### config.mk
export PLATFORM = sky130hd
export DESIGN_NAME = spi_embed_loader
export DESIGN_NICKNAME = d
export VERILOG_FILES = /design/src/rtl/spi_embed_loader.sv
export SDC_FILE = /design/constraint.sdc
export NUM_CORES = 1
export LEC_CHECK = 0
export CORE_ASPECT_RATIO = 1.1
export CORE_MARGIN = 3
export CORE_UTILIZATION = 43
export DETAILED_ROUTE_END_ITERATION = 6
export PLACE_DENSITY_LB_ADDON = 0.2
export RECOVER_POWER = 50
export SLEW_MARGIN = 40
export SYNTH_ARGS = -nofsm -noshare
export SYNTH_HDL_FRONTEND = slang
export SYNTH_SLANG_ARGS = --single-unit
### constraint.sdc
create_clock -name i_clk -period 1.7 [get_ports i_clk]
set_input_delay 0.34 -clock i_clk [delete_from_list [all_inputs] [get_ports i_clk]]
set_output_delay 0.34 -clock i_clk [all_outputs]
set_load 0.05 [all_outputs]
### src/rtl/spi_embed_loader.sv
// spi_embed_loader
//   SPI-slave memory loader for embed mode. An external host shifts
//   write (and optionally read) frames in over spi_clk/spi_mosi while the
//   core is held disabled. Each frame becomes exactly one single-word
//   cycle on the req/ack master port. Completion is reported on spi_miso.
//
//   Frame (LSB first, sampled on spi_clk falling edges):
//     start(0) | addr[ADDR_W] | we | data[DATA_W] (writes only)
//   The host then keeps clocking with mosi=1 while miso=1, and gives one
//   more clock after miso goes 0.
//
//   Optional feature macro: SPI_EMBED_LOADER_READ_EN
//     defined   : we=0 frames run a bus read. miso then gives a 0 ready
//                 marker for one falling edge, followed by the read word
//                 LSB first.
//     undefined : we=0 frames go straight to DONE with no bus cycle.
//
//   Bus handshake: o_mem_req rises and then holds, with o_mem_addr,
//   o_mem_data and o_mem_we stable, until i_mem_ack or i_mem_err is seen
//   while req is high. req drops on the following cycle. ack and err
//   together count as err. ack/err while req is low are ignored.
//
// Ports
//   i_clk, i_rst_n    system clock, async active-low reset
//   i_spi_clk         host clock (idles high, async to i_clk)
//   i_spi_mosi        host data (idles high)
//   o_spi_miso        status / read data to host
//   o_mem_req/we/addr/data, i_mem_data/ack/err   bus master port
//   o_busy            frame in progress
//   o_err             sticky bus error flag
module spi_embed_loader #(
  parameter int ADDR_W = 24,
  parameter int DATA_W = 16
) (
  input  logic              i_clk,
  input  logic              i_rst_n,
  input  logic              i_spi_clk,
  input  logic              i_spi_mosi,
  output logic              o_spi_miso,
  output logic              o_mem_req,
  output logic              o_mem_we,
  output logic [ADDR_W-1:0] o_mem_addr,
  output logic [DATA_W-1:0] o_mem_data,
  input  logic [DATA_W-1:0] i_mem_data,
  input  logic              i_mem_ack,
  input  logic              i_mem_err,
  output logic              o_busy,
  output logic              o_err
);

  localparam int MAXW  = (ADDR_W > DATA_W) ? ADDR_W : DATA_W;
  localparam int CNT_W = $clog2(MAXW);

  typedef enum logic [2:0] {
    S_IDLE,
    S_ADDR,
    S_WE,
    S_DATA,
    S_WREQ,
    S_DONE
`ifdef SPI_EMBED_LOADER_READ_EN
    , S_RREQ,
    S_RDAT
`endif
  } state_t;

  state_t              state_q, state_d;
  logic [CNT_W-1:0]    cnt_q, cnt_d;
  logic [ADDR_W-1:0]   addr_q, addr_d;
  logic [DATA_W-1:0]   data_q, data_d;
  logic                we_q, we_d;
  logic                req_q, req_d;
  logic                err_q, err_d;
  logic                miso_q, miso_d;
  logic [2:0]          sclk_q;
  logic [1:0]          mosi_q;
  logic                fe;
  logic                bit_in;
  logic                bus_done;

`ifdef SPI_EMBED_LOADER_READ_EN
  logic [DATA_W-1:0]   rdata_q, rdata_d;
  logic                marker_q, marker_d;
`else
  logic                unused_rdata;
  assign unused_rdata = ^i_mem_data;
`endif

  // Two-stage synchronisers; sclk_q[2] is the previous synchronised value
  // used for falling-edge detection. Reset to the idle-high level so a
  // reset never produces a phantom edge.
  always_ff @(posedge i_clk or negedge i_rst_n) begin
    if (!i_rst_n) begin
      sclk_q <= 3'b111;
      mosi_q <= 2'b11;
    end else begin
      sclk_q <= {sclk_q[1:0], i_spi_clk};
      mosi_q <= {mosi_q[0], i_spi_mosi};
    end
  end

  assign fe       = sclk_q[2] & ~sclk_q[1];
  assign bit_in   = mosi_q[1];
  assign bus_done = req_q & (i_mem_ack | i_mem_err);

  always_ff @(posedge i_clk or negedge i_rst_n) begin
    if (!i_rst_n) begin
      state_q  <= S_IDLE;
      cnt_q    <= '0;
      addr_q   <= '0;
      data_q   <= '0;
      we_q     <= 1'b0;
      req_q    <= 1'b0;
      err_q    <= 1'b0;
      miso_q   <= 1'b1;
`ifdef SPI_EMBED_LOADER_READ_EN
      rdata_q  <= '0;
      marker_q <= 1'b0;
`endif
    end else begin
      state_q  <= state_d;
      cnt_q    <= cnt_d;
      addr_q   <= addr_d;
      data_q   <= data_d;
      we_q     <= we_d;
      req_q    <= req_d;
      err_q    <= err_d;
      miso_q   <= miso_d;
`ifdef SPI_EMBED_LOADER_READ_EN
      rdata_q  <= rdata_d;
      marker_q <= marker_d;
`endif
    end
  end

  always_comb begin
    state_d = state_q;
    cnt_d   = cnt_q;
    addr_d  = addr_q;
    data_d  = data_q;
    we_d    = we_q;
    req_d   = 1'b0;
    err_d   = err_q;
    miso_d  = 1'b1;
`ifdef SPI_EMBED_LOADER_READ_EN
    rdata_d  = rdata_q;
    marker_d = marker_q;
`endif
    case (state_q)
      S_IDLE: begin
        // mosi=1 edges are host init clocks and are ignored.
        if (fe && !bit_in) begin
          state_d = S_ADDR;
          cnt_d   = '0;
        end
      end
      S_ADDR: begin
        if (fe) begin
          // LSB first: shifting in from the top leaves bit 0 at addr[0].
          addr_d = {bit_in, addr_q[ADDR_W-1:1]};
          if (cnt_q == CNT_W'(ADDR_W - 1)) state_d = S_WE;
          else                             cnt_d   = cnt_q + CNT_W'(1);
        end
      end
      S_WE: begin
        if (fe) begin
          we_d  = bit_in;
          cnt_d = '0;
          if (bit_in) state_d = S_DATA;
`ifdef SPI_EMBED_LOADER_READ_EN
          else        state_d = S_RREQ;
`else
          else        state_d = S_DONE;
`endif
        end
      end
      S_DATA: begin
        if (fe) begin
          data_d = {bit_in, data_q[DATA_W-1:1]};
          if (cnt_q == CNT_W'(DATA_W - 1)) state_d = S_WREQ;
          else                             cnt_d   = cnt_q + CNT_W'(1);
        end
      end
      S_WREQ: begin
        // Host polling clocks are ignored here.
        req_d = ~bus_done;
        if (bus_done) begin
          state_d = S_DONE;
          if (i_mem_err) err_d = 1'b1;
        end
      end
`ifdef SPI_EMBED_LOADER_READ_EN
      S_RREQ: begin
        req_d = ~bus_done;
        if (bus_done) begin
          state_d  = S_RDAT;
          rdata_d  = i_mem_data;
          marker_d = 1'b1;
          cnt_d    = '0;
          if (i_mem_err) err_d = 1'b1;
        end
      end
      S_RDAT: begin
        miso_d = marker_q ? 1'b0 : rdata_q[0];
        if (fe) begin
          if (marker_q) begin
            marker_d = 1'b0;
          end else begin
            rdata_d = rdata_q >> 1;
            if (cnt_q == CNT_W'(DATA_W - 1)) state_d = S_DONE;
            else                             cnt_d   = cnt_q + CNT_W'(1);
          end
        end
      end
`endif
      S_DONE: begin
        miso_d = 1'b0;
        if (fe) state_d = S_IDLE;
      end
      default: state_d = S_IDLE;
    endcase
  end

  assign o_spi_miso = miso_q;
  assign o_mem_req  = req_q;
  assign o_mem_we   = we_q;
  assign o_mem_addr = addr_q;
  assign o_mem_data = data_q;
  assign o_busy     = (state_q != S_IDLE);
  assign o_err      = err_q;

endmodule

# --- Word level (Yosys, flattened, before mapping) ---
# Cells that the tools add are included.
# Widths: inputs -> output; s select.
word_totals:
  elab_cells: 63
  ff_bits: 57
  output_inout_bits: 45
classes:
  muxes: 19
  reduce_logical: 11
  n_bitwise: 5
  n_eq_ne: 17
  n_addsub: 1
ops:
  columns: ["cell", "count"]
  rows:
  - ["$mux 5", 6]
  - ["$mux 3", 9]
  - ["$ne 2x2->1 const B", 10]
  - ["$pmux 5 s4", 1]
  - ["$pmux 3 s6", 1]
  - ["$reduce_and 8->1", 1]
  - ["$reduce_and 7->1", 1]
  - ["$eq 3x2->1 const B", 2]
  - ["$eq 3x3->1 const B", 2]
  - ["$reduce_and 2->1", 3]
  - ["$add 5x1->5 const B", 1]
  - ["$eq 5x4->1 const B", 1]
  - ["$eq 5x5->1 const B", 1]
  - ["$reduce_bool 4->1", 1]
  - ["$eq 3x1->1 const B", 1]
  - ["$logic_not 3->1", 1]
  - ["$reduce_and 3->1", 1]
  - ["$reduce_bool 3->1", 1]
  - ["$and 1x1->1", 2]
  - ["$mux 1", 2]
  - ["$not 1->1", 2]
  - ["$logic_and 1x1->1", 1]
  - ["$logic_not 1->1", 1]
  - ["$or 1x1->1", 1]

# --- Logic depth before layout (Yosys ltp) ---
# Gate-level depths: netlist of the first run.
logic_depth:
  ltp_word: 5
  depth_mapped: 7

# --- Worst setup path after synthesis of the first run ---
# No wires, ideal clock.
synth_timing:
  kind: "flip-flop to flip-flop"
  from: "register cnt_q[0]"
  to: "register cnt_q[4]"
  stages_incl_launch_ff: 8
  setup_slack_ns: -0.009
  t_arrival_ns: 1.613
  setup_time_ns: 0.095
  synth_period_minus_slack_ns: 1.709
  required_ns: 1.605
  cell_sequence: "dfrtp_1 ha_1 and3_1 ha_1 nand3_1 o211ai_2 or2_1 o31ai_1"
synth_via:
  elab_chain_cells: 4
  word_cells_on_any_way: 11
  classes_between: "add/sub (1); eq/ne (4); mux (5); reduce/logical (1)"
synth_rtl:
  columns: ["element", "line", "text"]
  rows:
  - ["from (decl)", "68", "logic [CNT_W-1:0] cnt_q, cnt_d;"]
  - ["from (signal assigned)", "122", "cnt_q <= cnt_d;"]
  - ["$add 5x1->5", "162, 181", null]
  - ["$mux 5, on equally long branches", "180, 161", null]
  - ["$mux 5, on equally long branches", "178, 158", null]
  - ["$pmux 5 s4", "149", "case (state_q)"]
# Parallel ways exist; a longest one is shown, timed or not. The select of a mux whose other input is x is not followed.
# A chain may end at the register's enable or synchronous reset.

# --- Final worst setup path of the first run ---
layout_timing:
  from: "register state_q[2]"
  to: "output o_busy"
layout_via:
  elab_chain_cells: 1
layout_rtl:
  columns: ["element", "line", "text"]
  rows:
  - ["from (decl)", "67", "state_t state_q, state_d;"]
  - ["from (signal assigned)", "121", "state_q <= state_d;"]
  - ["$reduce_bool 3->1", "229", "assign o_busy = (state_q != S_IDLE);"]
  - ["to (decl)", "47", "output logic o_busy,"]
# Every way passes these cells.

==> flow_summary_export.csv, run 1 <==
group,metric,value,unit
floorplan,placementRows,27,
route,drtIter0Drc,116,
route,via_per_inst,5.03,
clock_tree,clkSlewWorstSetupHoldPaths,0.06,ns
global_routing,grt_first_pass_wirelength,7490,um
sta,worst_slew_pin_slew,0.451,ns
synth,synth-seq-area-share,60.1,%
sta,post-route-period-util,99.5,%
placement,place_area,0.00289,mm^2
power_and_ir_drop,p_sw,1.71,mW
setup_path,critical_path.endpoint_type,"primary output",
placement,pre_cts_slack,-0.0414,ns
clock_tree,htree_num_levels,3,
sta,grt_setup_unrepaired,"true",
setup_path,timing_worst_setup_path_type,"register to primary output",
floorplan,core,0.00517,mm^2
clock_tree,cts.sink_count,57,
floorplan,fp.dieW,77.0,um
power_and_ir_drop,power.static_leakage,1.63,nW
sta,finalCriticalPeriod,1.69,ns
floorplan,die_height,84.1,um
clock_tree,clock_latency,0.34,ns
synth,postSynthRegisterBits,57,
synth,syn_area,0.00239,mm^2
route,routedWlPerCell,15.1,um
sta,worst_case_clock_skew,0.00674,ns
placement,gp_congestion,0.811,
global_routing,antenna_violations_before_repair,0,
sta,slew_viol_final,0,
finish,finalNetCount,263,
power_and_ir_drop,worst_ir_drop_vdd,1.12,mV
placement,hpwl,3220,um
worst_hold_path,worstHoldPathType,"register to register",
synth,ys_warns,0,
global_routing,grt_overflow_total,0,
flow_run,max_cap_violations,0,
sta,finalHoldViolCount,0,
sta,layout_setup_ws,0.00852,ns
sta,fmax,591,MHz
power_and_ir_drop,p_int,2.84,mW
finish,final.fill_count,392,
global_routing,grt_start_max_net_pins,27,
floorplan,boundaryPins,67,
finish,final_common_cell,"sky130_fd_sc_hd__buf_4",
power_and_ir_drop,p_per_area,1430,mW/mm^2
setup_path,worst_ep_required_time,1.36,ns
route,dr.pass1.iters,4,
finish,mostFrequentLayoutCells,"56 x sky130_fd_sc_hd__buf_4, 51 x sky130_fd_sc_hd__dfrtp_1, 30 x sky130_fd_sc_hd__mux2_2",
finish,diodes,0,
route,vias_post_dr,1589,
synth,synthCells,168,
clock_tree,clockBufferDepth,2,
floorplan,initial_core_util,46.2,%
power_and_ir_drop,power.switching_fraction,37.5,%
route,antenna_left,0,
placement,port_buffers,50,
finish,final_layout_size_suffix_gt1_share,53.3,%
outcome,outcome,"complete, no violations",
finish,flow.area_growth_from_synthesis,33.2,%
sta,final-setup-viol-count,0,
route,routed_wl,4760,um
clock_tree,cts-buffers-inserted,9,
setup_path,worstSetupStartpointType,"register",
route,route.detailed.drc,0,
global_routing,grt_pass1_vias,1630,
setup_path,critical_path_peak_fanout,8,
synth,synth.distinct_cells,36,
clock_tree,cts_tree,"built",
clock_tree,cts_root_buffer,"sky130_fd_sc_hd__clkbuf_8",
power_and_ir_drop,seq_power_share,38.1,%
sta,slew-limit-headroom,69.9,%
floorplan,fp.dieArea,0.00648,mm^2
power_and_ir_drop,p_comb_share,37.5,%
finish,final_design_area_no_fill,0.00318,mm^2
setup_path,critical_path_arrival,1.35,ns
global_routing,groute.usage.overall,14.8,%
synth,syn_area_per_cell,14.2,um^2
synth,postSynthNetCount,192,
power_and_ir_drop,share_clk_of_total_power,24.3,%
==> cells in the mapped netlist (all sizes together) <==
cell,number,area share (%)
nor2b,3,0.79
a211oi,1,0.31
o211ai,4,1.5
inv,3,0.47
or3b,1,0.37
a21o,1,0.31
dfstp,6,6.6
a41o,1,0.42
nand3,7,2.0
o31ai,1,0.31
and3,1,0.26
and2b,2,0.63
dfrtp,51,53
o2bb2ai,1,0.37
nand2b,4,1.0
a211o,1,0.37
or2,1,0.26
nand2,10,1.9
or3,2,0.52
nand3b,3,0.94
o2111ai,1,0.37
nor3b,1,0.79
buf,6,2.0
mux2,39,20
nor2,2,0.31
ha,2,1.0
nor4,1,0.26
nand4b,1,0.37
o22ai,1,0.26
o21ai,10,2.1
==> through the flow <==
step | utilization [%] | power [mW] | TNS (ns) | cells | hold WS (ns)
6_report | 61.5 | 4.55 | 0 | 316 | 0.359
5_1_grt | 61.5 | 4.76 | -0.158 | 316 | 0.362
4_1_cts | 59.8 | 4.43 | -0.00647 | 310 | 0.358
3_5_place_dp | 55.8 | 3.26 | -0.107 | 292 | 0.317
3_3_place_gp | 55.8 | 3.19 | 0 | 292 | 0.307
2_1_floorplan | - | 2.80 | 0 | 168 | 0.0444
==> power groups by stage <==
stage | registers [mW] | clock network, mW | logic [mW]
floorplan | 2.14 | 0 | 0.660
global placement | 1.73 | 0 | 1.46
detailed placement | 1.75 | 0 | 1.52
CTS | 1.73 | 1.14 | 1.57
global route | 1.76 | 1.20 | 1.80
finish | 1.74 | 1.11 | 1.71
==> critical path, cell delays in order, from the launching register on <==
cell and delay [ns]:
sky130_fd_sc_hd__dfrtp_1 0.39, sky130_fd_sc_hd__buf_6 0.14, sky130_fd_sc_hd__or3_4 0.33, sky130_fd_sc_hd__buf_8 0.16
==> per-layer routing <==
metal | wire (um) | track usage [%] | share of wire, % | up-vias
li1 | - | - | - | 746
met1 | 1900 | 15.9 | 40 | 789
met2 | 2540 | 24.9 | 53 | 45
met3 | 217 | 5.04 | 4.6 | 9
met4 | 103 | 9.22 | 2.2 | 0
met5 | 0 | 0 | 0 | -
==> registers in the layout, indices dropped and copies added, names as in the netlist <==
register / count
cnt_q: 5
state_q: 3
o_spi_miso: 1
sclk_q: 3
o_mem_data: 16
o_mem_we: 1
o_err: 1
mosi_q: 2
o_mem_req: 1
o_mem_addr: 24
==> worst paths after layout <==
| path | start | endpoint | slack, ns | cells past startpoint |
|---|---|---|---|---|
| max | state_q[2] | o_busy | 0.009 | 3 |
| min | mosi_q[0] | mosi_q[1] | 0.36 | 0 |
| max reg2reg | cnt_q[1] | cnt_q[1] | 0.009 | 8 |
| min reg2reg | mosi_q[0] | mosi_q[1] | 0.36 | 0 |
| max in group asynchronous | i_rst_n | o_mem_addr[0] | 0.58 | 3 |
| min in group asynchronous | i_rst_n | o_mem_req | 0.49 | 2 |
==> kinds of logic after synthesis <==
kind of cell    Yosys count  synth area share (%)
flops                    57                  60.1
buf+inv                   9                  2.52
mux                      39                  19.7
fa+ha+maj                 2                  1.05
simple gates             39                  10.4
compound gates           22                  6.29
==> what timing repair did <==
item	4_1_cts	5_1_grt
endpoints found under the hold margin	13	0
hold buffers	1	0
setup endpoints to repair	5	24
gates resized for setup	5	8
buffers inserted	1	6
pin swaps	3	4
==> layout make-up <==
| cell class | count | area [um^2] | area share [%] |
|---|---|---|---|
| clock buffer | 13 | 159 | 5.00 |
| clock inverter | 3 | 15.0 | 0.472 |
| inverter | 3 | 11.3 | 0.354 |
| multi-input combinational | 102 | 930 | 29.2 |
| sequential | 57 | 1430 | 45.1 |
| tap | 72 | 90.1 | 2.83 |
| timing repair buffer | 66 | 542 | 17.0 |
Power figures use the tool's default switching activity.
==> run 2, diff against run 1 <==
Settings changed: PLACE_DENSITY set to 0.76, PLACE_DENSITY_LB_ADDON 0.2 to unset.
==> run 2 against run 1 <==
Effect of this change: non-clock buffer count is 1 lower; routed wire length fell by 11%; flip-flop and latch count did not move; critical path depth decreased by 1; final cell count decreased by 0.32%; critical path type unchanged.
==> flow_summary_export.csv, run 2 (same netlist as run 1, synthesis figures left out) <==
group,metric,value,unit
sta,finalHoldViolCount,0,
finish,final_layout_size_suffix_gt1_share,50.2,%
setup_path,critical_path_peak_fanout,6,
finish,diodes,0,
setup_path,critical_path_arrival,1.33,ns
finish,final_core_utilization,61.4,%
global_routing,grt_first_pass_wirelength,7130,um
floorplan,core,0.00517,mm^2
setup_path,worst_path_largest_cell_delay,0.44,ns
power_and_ir_drop,p_per_area,1430,mW/mm^2
placement,placed_cells,295,
floorplan,placementRows,27,
finish,finalNetCount,262,
power_and_ir_drop,post-layout-total-power,4.53,mW
floorplan,initial_core_util,46.2,%
route,vias_post_dr,1577,
route,drtIter0Drc,83,
outcome,outcome,"complete, no violations",
power_and_ir_drop,power.static_leakage,1.58,nW
sta,finalCriticalPeriod,1.67,ns
route,via_per_inst,5.01,
setup_path,cpMaxStageDelayCell,"sky130_fd_sc_hd__dfrtp_2",
worst_hold_path,worst_hold_path.endpoint,"mosi_q[1]",
placement,hpwl,2810,um
clock_tree,cts-buffers-inserted,9,
clock_tree,htree_num_levels,3,
route,antenna_left,0,
sta,worst_case_clock_skew,0.00370,ns
global_routing,antenna_violations_before_repair,0,
placement,gp_congestion,0.770,
finish,mostFrequentLayoutCells,"50 x sky130_fd_sc_hd__dfrtp_1, 43 x sky130_fd_sc_hd__buf_4, 30 x sky130_fd_sc_hd__mux2_2",
placement,port_buffers,50,
worst_hold_path,worstHoldPathType,"register to register",
floorplan,fp.dieArea,0.00648,mm^2
clock_tree,clkSlewWorstSetupHoldPaths,0.06,ns
global_routing,grt_pass1_vias,1491,
clock_tree,cts_root_buffer,"sky130_fd_sc_hd__clkbuf_8",
sta,final-setup-viol-count,0,
floorplan,fp.dieW,77.0,um
finish,area_of_the_multi_input_gates,958,um^2
global_routing,grt_overflow_total,0,
clock_tree,clock_latency,0.33,ns
route,routed_wl,4230,um
clock_tree,cts.sink_count,57,
sta,hold-worst-slack,0.358,ns
setup_path,worstSetupStartpointType,"register",
floorplan,boundaryPins,67,
finish,final_common_cell,"sky130_fd_sc_hd__dfrtp_1",
route,routedWlPerCell,13.4,um
setup_path,rr_startpoint,"cnt_q[1]",
sta,slew_viol_final,0,
setup_path,timing.critical_path.cells,"or3_4, buf_8",
global_routing,grt_start_max_net_pins,58,
floorplan,die_height,84.1,um
clock_tree,cts_tree,"built",
sta,fmax,599,MHz
flow_run,max_cap_violations,0,
setup_path,timing_worst_setup_path_type,"register to primary output",
finish,flow.area_growth_from_synthesis,33.0,%
clock_tree,clockBufferDepth,2,
setup_path,critical_path.endpoint_type,"primary output",
sta,slew-limit-headroom,50.3,%
finish,number_of_flip_flops_under_the_largest_register_name,24,
setup_path,reg2reg_depth,7,
power_and_ir_drop,worst_ir_drop_vdd,1.44,mV
route,route.detailed.drc,0,
route,dr.pass1.iters,4,
global_routing,groute.usage.overall,14.1,%
setup_path,worst_ep_required_time,1.36,ns
finish,layoutNonFillerInstCount,315,
setup_path,flop_to_flop_setup_slack,0.06,ns
sta,accumulated_negative_setup_slack,0,ns
sta,post-route-period-util,98.2,%
worst_hold_path,hold_path.startpoint,"mosi_q[0]",
sta,worst_slew_pin_slew,0.746,ns
setup_path,r2r-end,"cnt_q[4]",
worst_hold_path,hold-path-cell-count,0,
finish,final.fill_count,433,
finish,area.sequential,0.00144,mm^2
sta,grt_setup_unrepaired,"true",
## run 2: cell types whose count changed in the layout (fill, tap and decap cells not counted), moves of 2 or more
cell	before	now
sky130_fd_sc_hd__buf_4	56	43
sky130_fd_sc_hd__o21ai_0	7	5
sky130_fd_sc_hd__clkinv_2	3	1
sky130_fd_sc_hd__clkbuf_1	2	12
## run 2: through the flow
stage                     setup WS [ns]  instance area [um^2]
after CTS                        0.0121                  3160
after floorplan                 0.00560                  2390
final                            0.0306                  3170
after global routing            -0.0128                  3170
after detailed placement        -0.0355                  2920
after global placement        -0.000170                  2920
## run 2: metal layers
metal | vias to the layer above | global-route usage [%] | wire (um)
met2 | 49 | 20.0 | 1900
met4 | 0 | 8.74 | 108
met5 | - | 0 | 0
met3 | 13 | 4.83 | 317
li1 | 741 | - | -
met1 | 774 | 18.6 | 1900
## run 2: cell type report
class                   count  share of cell area [%]
clock buffers              14                    5.44
clock inverters             2                   0.394
inverters                   3                   0.355
multi-input cells         102                    30.2
flip-flops and latches     57                    45.2
well taps                  72                    2.84
repair buffers             65                    15.6
## run 2: worst max path at each step
stage               slack (ns)       start  endpoint
CTS                       0.01  state_q[1]    o_busy
global route             -0.01    cnt_q[1]  cnt_q[4]
finish                    0.03  state_q[1]    o_busy
detailed placement       -0.04    cnt_q[0]  cnt_q[4]
global placement       -0.0002    cnt_q[0]  cnt_q[4]
floorplan                0.006    cnt_q[0]  cnt_q[4]
## run 2: power breakdown
group	internal [mW]	total, mW	leakage (nW)	switching, mW
combinational	0.643	1.66	0.728	1.02
clock	0.646	1.14	0.0927	0.499
sequential	1.56	1.72	0.758	0.159
total	2.85	4.53	1.58	1.68
## run 2: worst max-delay path, delay by kind of cell (launching register included)
kind          cells  cell delay (ns)
flops             1             0.44
simple gates      1             0.40
buf+inv           1             0.16
## run 2: what timing repair did
| action | CTS | global route |
|---|---|---|
| resized for setup | 7 | 13 |
| endpoints found under the hold margin | 12 | 0 |
| setup buffers | 2 | 1 |
| pin swaps | 1 | 6 |
| setup endpoints to repair | 6 | 22 |
| hold buffers | 1 | 0 |
